===== src/rtl/mips_pkg.sv =====
// Shared types and constants for the MIPS front end.
// Latency: n/a (declarations only).
// Backpressure: n/a.
package mips_pkg;

    typedef enum logic [1:0] {
        IDLE,
        REQ,
        WAIT,
        DROP
    } fetch_state_t;

    localparam logic [31:0] START_PC_DEFAULT = 32'h8002_0000;
    localparam logic [31:0] INSN_NOP         = 32'h0000_0000;
    localparam logic [31:0] WORD_BYTES       = 32'd4;

endpackage


===== src/rtl/fetch_fifo.sv =====
// DEPTH-entry {pc, insn} FIFO feeding decode; head is read straight from registered storage.
// Latency: a push is visible at the head the cycle after it is written (when the FIFO was empty).
// Backpressure: none internally; the caller reserves a slot before requesting, so push never sees full.
// Ports: clock_i/reset_n_i (sync active-low), push_i + push_pc_i/push_insn_i, pop_i, flush_i,
//        head_pc_o/head_insn_o (entry at read pointer), count_o (occupancy).
module fetch_fifo
    import mips_pkg::*;
#(
    parameter int DEPTH = 2,
    localparam int PW   = $clog2(DEPTH),
    localparam int CW   = PW + 1
) (
    input  logic          clock_i,
    input  logic          reset_n_i,
    input  logic          push_i,
    input  logic [31:0]   push_pc_i,
    input  logic [31:0]   push_insn_i,
    input  logic          pop_i,
    input  logic          flush_i,
    output logic [31:0]   head_pc_o,
    output logic [31:0]   head_insn_o,
    output logic [CW-1:0] count_o
);

    logic [31:0]   pc_q   [DEPTH];
    logic [31:0]   insn_q [DEPTH];
    logic [PW-1:0] wr_ptr_q;
    logic [PW-1:0] rd_ptr_q;
    logic [CW-1:0] count_q;

    // DEPTH is a power of two, so the pointers wrap on plain overflow.
    always_ff @(posedge clock_i) begin
        if (!reset_n_i) begin
            for (int i = 0; i < DEPTH; i++) begin
                pc_q[i]   <= '0;
                insn_q[i] <= INSN_NOP;
            end
            wr_ptr_q <= '0;
            rd_ptr_q <= '0;
            count_q  <= '0;
        end else if (flush_i) begin
            wr_ptr_q <= '0;
            rd_ptr_q <= '0;
            count_q  <= '0;
        end else begin
            if (push_i) begin
                pc_q[wr_ptr_q]   <= push_pc_i;
                insn_q[wr_ptr_q] <= push_insn_i;
                wr_ptr_q         <= wr_ptr_q + PW'(1);
            end
            if (pop_i) begin
                rd_ptr_q <= rd_ptr_q + PW'(1);
            end
            count_q <= count_q + CW'(push_i) - CW'(pop_i);
        end
    end

    assign head_pc_o   = pc_q[rd_ptr_q];
    assign head_insn_o = insn_q[rd_ptr_q];
    assign count_o     = count_q;

endmodule


===== src/rtl/fetch.sv =====
// Instruction fetch: holds the PC, issues one-outstanding word reads, buffers {pc, insn} for decode.
// Latency: request handshake at T, response at T+1, enable_decode at T+2; peak one insn per 2 cycles.
// Backpressure: stall holds the FIFO head; requests stop once every FIFO slot is full or reserved.
// Ports: clock/reset_n (sync active-low); mem_req_valid/mem_req_ready/mem_addr request channel;
//        mem_rsp_valid/mem_rsp_data response; stall, redirect/redirect_pc from downstream;
//        pc_out/insn_out/enable_decode to decode.
module fetch
    import mips_pkg::*;
#(
    parameter logic [31:0] START_PC = START_PC_DEFAULT,
    parameter int          DEPTH    = 2
) (
    input  logic        clock,
    input  logic        reset_n,
    output logic        mem_req_valid,
    input  logic        mem_req_ready,
    output logic [31:0] mem_addr,
    input  logic        mem_rsp_valid,
    input  logic [31:0] mem_rsp_data,
    input  logic        stall,
    input  logic        redirect,
    input  logic [31:0] redirect_pc,
    output logic [31:0] pc_out,
    output logic [31:0] insn_out,
    output logic        enable_decode
);

    localparam int CW = $clog2(DEPTH) + 1;

    fetch_state_t  state_q,    state_d;
    logic [31:0]   fetch_pc_q, fetch_pc_d;
    logic [31:0]   req_pc_q,   req_pc_d;
    logic [CW-1:0] count;
    logic          req_hs;
    logic          push;
    logic          pop;

    // State register
    always_ff @(posedge clock) begin
        if (!reset_n) begin
            state_q    <= IDLE;
            fetch_pc_q <= START_PC;
            req_pc_q   <= '0;
        end else begin
            state_q    <= state_d;
            fetch_pc_q <= fetch_pc_d;
            req_pc_q   <= req_pc_d;
        end
    end

    // Next-state logic
    always_comb begin
        state_d    = state_q;
        fetch_pc_d = fetch_pc_q;
        req_pc_d   = req_pc_q;

        unique case (state_q)
            IDLE: state_d = REQ;
            // A request accepted in the same cycle as a redirect is already in
            // flight; its response must be swallowed in DROP.
            REQ:  if (req_hs) state_d = redirect ? DROP : WAIT;
            WAIT: begin
                if (mem_rsp_valid)  state_d = REQ;
                else if (redirect)  state_d = DROP;
            end
            DROP: if (mem_rsp_valid) state_d = REQ;
            default: state_d = IDLE;
        endcase

        if (req_hs) begin
            req_pc_d   = fetch_pc_q;
            fetch_pc_d = fetch_pc_q + WORD_BYTES;
        end
        if (redirect) begin
            fetch_pc_d = redirect_pc & ~32'h3;
        end
    end

    // Output logic
    always_comb begin
        // Only REQ can raise valid, and count cannot grow while in REQ, so
        // valid stays up until the handshake.
        mem_req_valid = (state_q == REQ) && (count < CW'(DEPTH));
        mem_addr      = fetch_pc_q;
        req_hs        = mem_req_valid && mem_req_ready;
        push          = (state_q == WAIT) && mem_rsp_valid && !redirect;
        enable_decode = (count != '0);
        pop           = enable_decode && !stall;
    end

    fetch_fifo #(
        .DEPTH (DEPTH)
    ) u_fifo (
        .clock_i     (clock),
        .reset_n_i   (reset_n),
        .push_i      (push),
        .push_pc_i   (req_pc_q),
        .push_insn_i (mem_rsp_data),
        .pop_i       (pop),
        .flush_i     (redirect),
        .head_pc_o   (pc_out),
        .head_insn_o (insn_out),
        .count_o     (count)
    );

endmodule


===== config.mk =====
export PLATFORM = sky130hd
export DESIGN_NAME = fetch
export DESIGN_NICKNAME = d
export VERILOG_FILES = /design/src/rtl/mips_pkg.sv /design/src/rtl/fetch_fifo.sv /design/src/rtl/fetch.sv
export SDC_FILE = /design/constraint.sdc
export NUM_CORES = 1
export LEC_CHECK = 0
export CAP_MARGIN = 20
export CORE_MARGIN = 4
export CORE_UTILIZATION = 45
export CTS_CLUSTER_SIZE = 20
export DETAILED_ROUTE_END_ITERATION = 10
export PLACE_DENSITY = 0.82
export SYNTH_ARGS = -nofsm -noshare
export SYNTH_HDL_FRONTEND = slang
export SYNTH_SLANG_ARGS = --single-unit

===== constraint.sdc =====
create_clock -name clock -period 10.5 [get_ports clock]
set_input_delay 2.1 -clock clock [delete_from_list [all_inputs] [get_ports clock]]
set_output_delay 2.1 -clock clock [all_outputs]
set_load 0.05 [all_outputs]

==> results of run 1 <==
-- worst max-delay path, cell delays in order --
cell and delay (ps):
clkdlybuf4s50_1 600, and3b_1 350, and3_2 870, nand2b_4 880
-- stage by stage --
step / utilization / hold slack (ps) / cells / total power [W] / area (um2)
final: 0.594 / 462 / 1109 / 0.00181 / 10800
after global routing: 0.594 / 486 / 1109 / 0.00188 / 10800
after CTS: 0.593 / 463 / 1108 / 0.00182 / 10800
after detailed placement: 0.561 / 455 / 1076 / 0.00117 / 10200
after global placement: 0.561 / 448 / 1076 / 0.00116 / 10200
after floorplan: - / 440 / 729 / 0.00107 / 8440
-- per-layer routing --
metal / global-route usage / part of all wire / wire [um]
met4: 0.0614 / 0.016 / 305
met1: 0.232 / 0.43 / 8060
met3: 0.0348 / 0.066 / 1230
met5: 0 / 0 / 0
met2: 0.298 / 0.48 / 8970
-- final cells by class --
type | count | area (um2) | area share
clock buffers | 21 | 440 | 0.0407
repair buffers | 169 | 1680 | 0.155
well taps | 229 | 287 | 0.0265
inverters | 12 | 45.0 | 0.00416
flip-flops and latches | 191 | 5070 | 0.468
clock inverters | 11 | 156 | 0.0145
multi-input cells | 476 | 3140 | 0.291
-- worst paths after layout --
kind / from / to / cells after the start
min reg2reg: req_pc_q[14] / req_pc_q[14] / 2
min: req_pc_q[14] / req_pc_q[14] / 2
max reg2reg: state_q[0] / u_fifo.pc_q[1][25] / 5
max: redirect / u_fifo.pc_q[1][25] / 4
-- cells in the final DEF (no fill, tap or decap), types with 2 or more instances in the layout --
cell,n
or4_1,14
or3_1,7
clkdlybuf4s50_1,161
a21oi_1,41
and3_1,3
ha_1,6
edfxtp_1,124
nand4b_1,2
and2_1,126
xor2_1,3
buf_4,7
xnor2_1,11
o21ai_0,31
o31ai_1,9
clkbuf_1,4
and3b_1,2
inv_1,11
nand2_1,76
nor3_1,4
nor2_1,10
clkbuf_16,17
clkinv_4,3
nand4_1,6
mux2_2,62
dfxtp_1,66
a31oi_1,14
conb_1,4
clkinvlp_4,3
nor4_1,5
bufinv_16,3
nand3_1,12
mux2i_1,2
a311oi_1,4
and4_1,4
nor2b_1,4
inv_6,2
-- where the power goes --
part	switching, W	internal [W]	leakage (nW)
Sequential	0.0000308	0.000842	1.83
Combinational	0.000181	0.000104	1.73
Clock	0.000275	0.000378	0.278
Total	0.000488	0.00132	3.84
-- registers in the layout, summed over array words and instances, names as in the netlist, named ones only --
signal           cells
u_fifo.pc_q         60
req_pc_q            30
mem_addr            30
u_fifo.rd_ptr_q      1
state_q              2
u_fifo.insn_q       64
u_fifo.wr_ptr_q      1
u_fifo.count_o       2
-- logic make-up (layout without fill, tap and decap cells) --
family	count (synthesis)	count (layout)	share of synthesized area
simple gates	282	282	0.188
flops	191	191	0.601
compound gates	106	106	0.0720
mux	64	64	0.0853
buf+inv	62	213	0.0299
xor+xnor	14	14	0.0146
fa+ha+maj	6	6	0.00891
other cells	1	4	0.000445
==> impl_metrics.ini, run 1 <==
[drt]
drtIter0Drc = 302
routed_wl_um = 18600
drc = 0
antenna_left = 0
vias = 5868
dr.pass1.iters = 4
avgRoutedWirePerCell_um = 16.7
viasPerCell = 5.29

[sta]
worst_slew_pin_slew_ps = 996
drv_slew = 0
tns_ps = 0
skew_ps = 9.77
setup_violations = 0
rsz0062_at_grt = no
setup_slack_ps = 5670
period_share = 0.460
fin_crit_ps = 4830
fmax_ghz = 0.207
relSlewSlack = 0.336
hold_viol_final = 0

[setup_path]
rrSetupSlack_ps = 7450
crit_path_end_kind = flip-flop
cp.arrival_ps = 4870
start_kind = input pin
critPathRequiredTime_ps = 10550
setup.worst_path.class = input pin to flip-flop
critPathMaxFanout = 63

[logic_synthesis]
synth_top_flop_cell = edfxtp_1
netlist.area_leader.share = 0.442
ys_warn_count = 0
avgSynthCellArea_um2 = 11.6
synthCells = 726
synth_common_cells = 126 x and2_1, 124 x edfxtp_1, 76 x nand2_1, 67 x dfxtp_1, 62 x mux2_2
synth-seq-cells = 191
synth_cell_types = 44
syn-cell-area_um2 = 8420
synth_area_leaders = edfxtp_1 44%, dfxtp_1 16%, and2_1 9.4%
synth_edf_count = 124
seq_area_frac_synth = 0.601
synth_most_common_cell = and2_1
synth_top_area_cell = edfxtp_1
synthArstFlopShare = 0

[final_layout]
fill_cells = 1500
insertedDiodeCount = 0
drive_above_1_share = 0.120
area_growth_pct = 28.4
nets = 943

[global_routing]
grt_antenna_before_repair = 0
gr-total-overflow = 0
grt_pass1_wl_um = 29400
grt_usage = 0.178
grt_pass1_vias = 5844
grt_max_degree = 64

[flow_run]
drv_cap = 0

[pwr]
p_leak_nw = 3.84
peakVddDrop_uv = 119
p_per_area_nw_per_um2 = 167

[floorplanning]
die_width_um = 145
die_h_um = 145
rows = 49
die_area_um2 = 21000
initial_core_util = 0.463
core_um2 = 18200
io_pins = 168

[clock_tree]
cts_tree = built
cts_buffers = 17
cts_resized = 0
clockBufferDepth = 2
htree_levels = 4
postCtsSetupRepairBufs = 0
clkLatencyLatePin_ps = 420
cts-root-buf = clkbuf_16
cts_sinks = 191
clk_pin_slew_ps = 70
ctsHoldBuffers = 0

[placed_design]
place.gp.congestion = 0.799
dp_hpwl_um = 11800
dp_slack_ps = 5170
io_buffers = 161

[min_path]
hold_class = flip-flop to flip-flop

[run_status]
outcome = finished clean
No activity file was read; power rests on OpenSTA's default activity.
==> inputs of run 2 (changes only) <==
==> constraint.sdc (replaced) <==
create_clock -name clock -period 4.7 [get_ports clock]
set_input_delay 0.94 -clock clock [delete_from_list [all_inputs] [get_ports clock]]
set_output_delay 0.94 -clock clock [all_outputs]
set_load 0.05 [all_outputs]
==> run 2 against run 1 <==
Effect of this change:
- count of clock-buffer cells in the layout stayed put
- sequential cell count stayed put
- hold slack worse by 2.0 ps
- design area is 0.29% lower
==> impl_metrics.ini, run 2 (same netlist as run 1, synthesis figures left out) <==
[run_status]
outcome = finished clean

[pwr]
p_leak_nw = 3.84
p_total_w = 0.00393
p_per_area_nw_per_um2 = 364
peakVddDrop_uv = 253

[global_routing]
grt_max_degree = 63
grt_antenna_before_repair = 0
grt_pass1_wl_um = 29700
grt_usage = 0.181
gr-total-overflow = 0
grt_pass1_vias = 5924

[floorplanning]
die_width_um = 145
die_h_um = 145
core_um2 = 18200
rows = 49
io_pins = 168
die_area_um2 = 21000
initial_core_util = 0.463

[sta]
relSlewSlack = 0.400
skew_ps = 11.4
fmax_ghz = 0.272
setup_violations = 0
worst_slew_pin_slew_ps = 900
fin_crit_ps = 3670
rsz0062_at_grt = no
drv_slew = 0
hold_viol_final = 0
tns_ps = 0
period_share = 0.781
worst_hold_slack_ps = 460

[setup_path]
r2r_start = state_q[0]
critPathMaxFanout = 31
crit_path_end_kind = primary output
start_kind = flip-flop
rrSetupSlack_ps = 2170
cp.arrival_ps = 2730
r2r-end = mem_addr[24]
setup.worst_path.class = flip-flop to primary output
critPathRequiredTime_ps = 3760
r2r_cells = 5

[drt]
routed_wl_um = 18600
dr.pass1.iters = 4
antenna_left = 0
drtIter0Drc = 305
viasPerCell = 5.24
drc = 0
vias = 5831
avgRoutedWirePerCell_um = 16.7

[placed_design]
dp_hpwl_um = 12400
place.gp.congestion = 0.810
io_buffers = 161

[final_layout]
final_common_cell = clkdlybuf4s50_1
drive_above_1_share = 0.123
top_register = u_fifo.insn_q
mostFrequentLayoutCells = 161 x clkdlybuf4s50_1, 126 x and2_1, 124 x edfxtp_1
largest_register_ffs = 64
nets = 946
top_regs = u_fifo.insn_q x64, u_fifo.pc_q x60
fill_cells = 1509
area_growth_pct = 28.0
insertedDiodeCount = 0

[clock_tree]
cts_buffers = 17
postCtsSetupRepairBufs = 0
cts_sinks = 191
clkLatencyLatePin_ps = 420
cts-root-buf = clkbuf_16
cts_resized = 0
clockBufferDepth = 2
clk_pin_slew_ps = 60
ctsHoldBuffers = 0
htree_levels = 4
cts_tree = built

[flow_run]
drv_cap = 0

[min_path]
holdPathStages = 2
holdCritStartpoint = req_pc_q[20]
hold_class = flip-flop to flip-flop
hold_end = req_pc_q[20]
## run 2: final cells by class
| cell class | instances | area, um2 | share of cell area |
|---|---|---|---|
| Sequential cell | 191 | 5070 | 0.470 |
| Multi-Input combinational cell | 476 | 3140 | 0.291 |
| Inverter | 12 | 45.0 | 0.00418 |
| Clock buffer | 21 | 460 | 0.0427 |
| Clock inverter | 11 | 90.1 | 0.00835 |
| Timing Repair Buffer | 172 | 1690 | 0.157 |
| Tap cell | 229 | 287 | 0.0266 |
## run 2: how the worst max path moves through the flow
stage,slack (ps),cells after the start,endpoint,from
after floorplan,20,4,u_fifo.insn_q[0][0],redirect
after global routing,880,3,pc_out[24],flip-flop
final,1030,3,pc_out[24],flip-flop
after global placement,1310,5,u_fifo.insn_q[0][14],redirect
after CTS,950,3,pc_out[24],flip-flop
after detailed placement,1260,7,u_fifo.pc_q[0][4],reset_n
## run 2: where the power goes
group,leakage [nW],internal [W],total (W),switching [W]
clock network,0.273,0.000754,0.00135,0.000592
registers,1.83,0.00188,0.00195,0.0000703
logic,1.74,0.000231,0.000630,0.000399
## run 2: critical path, stage by stage, from the launching register on
cell and delay, ps:
dfxtp_2 830, buf_4 390, mux2_2 370, clkdlybuf4s50_1 730
## run 2: per-stage QoR
stage,cell area (um2),util,worst slack (ps),instances
2_1_floorplan,8440,-,21.1,729
3_3_place_gp,10200,0.562,1310,1080
3_5_place_dp,10200,0.562,1260,1080
4_1_cts,10800,0.592,952,1112
5_1_grt,10800,0.592,881,1112
6_report,10800,0.592,1030,1112
## run 2: routing by layer
metal / global-route usage / part of all wire
met1: 0.235 / 0.44
met2: 0.304 / 0.49
met3: 0.0378 / 0.059
met4: 0.0565 / 0.014
met5: 0 / 0
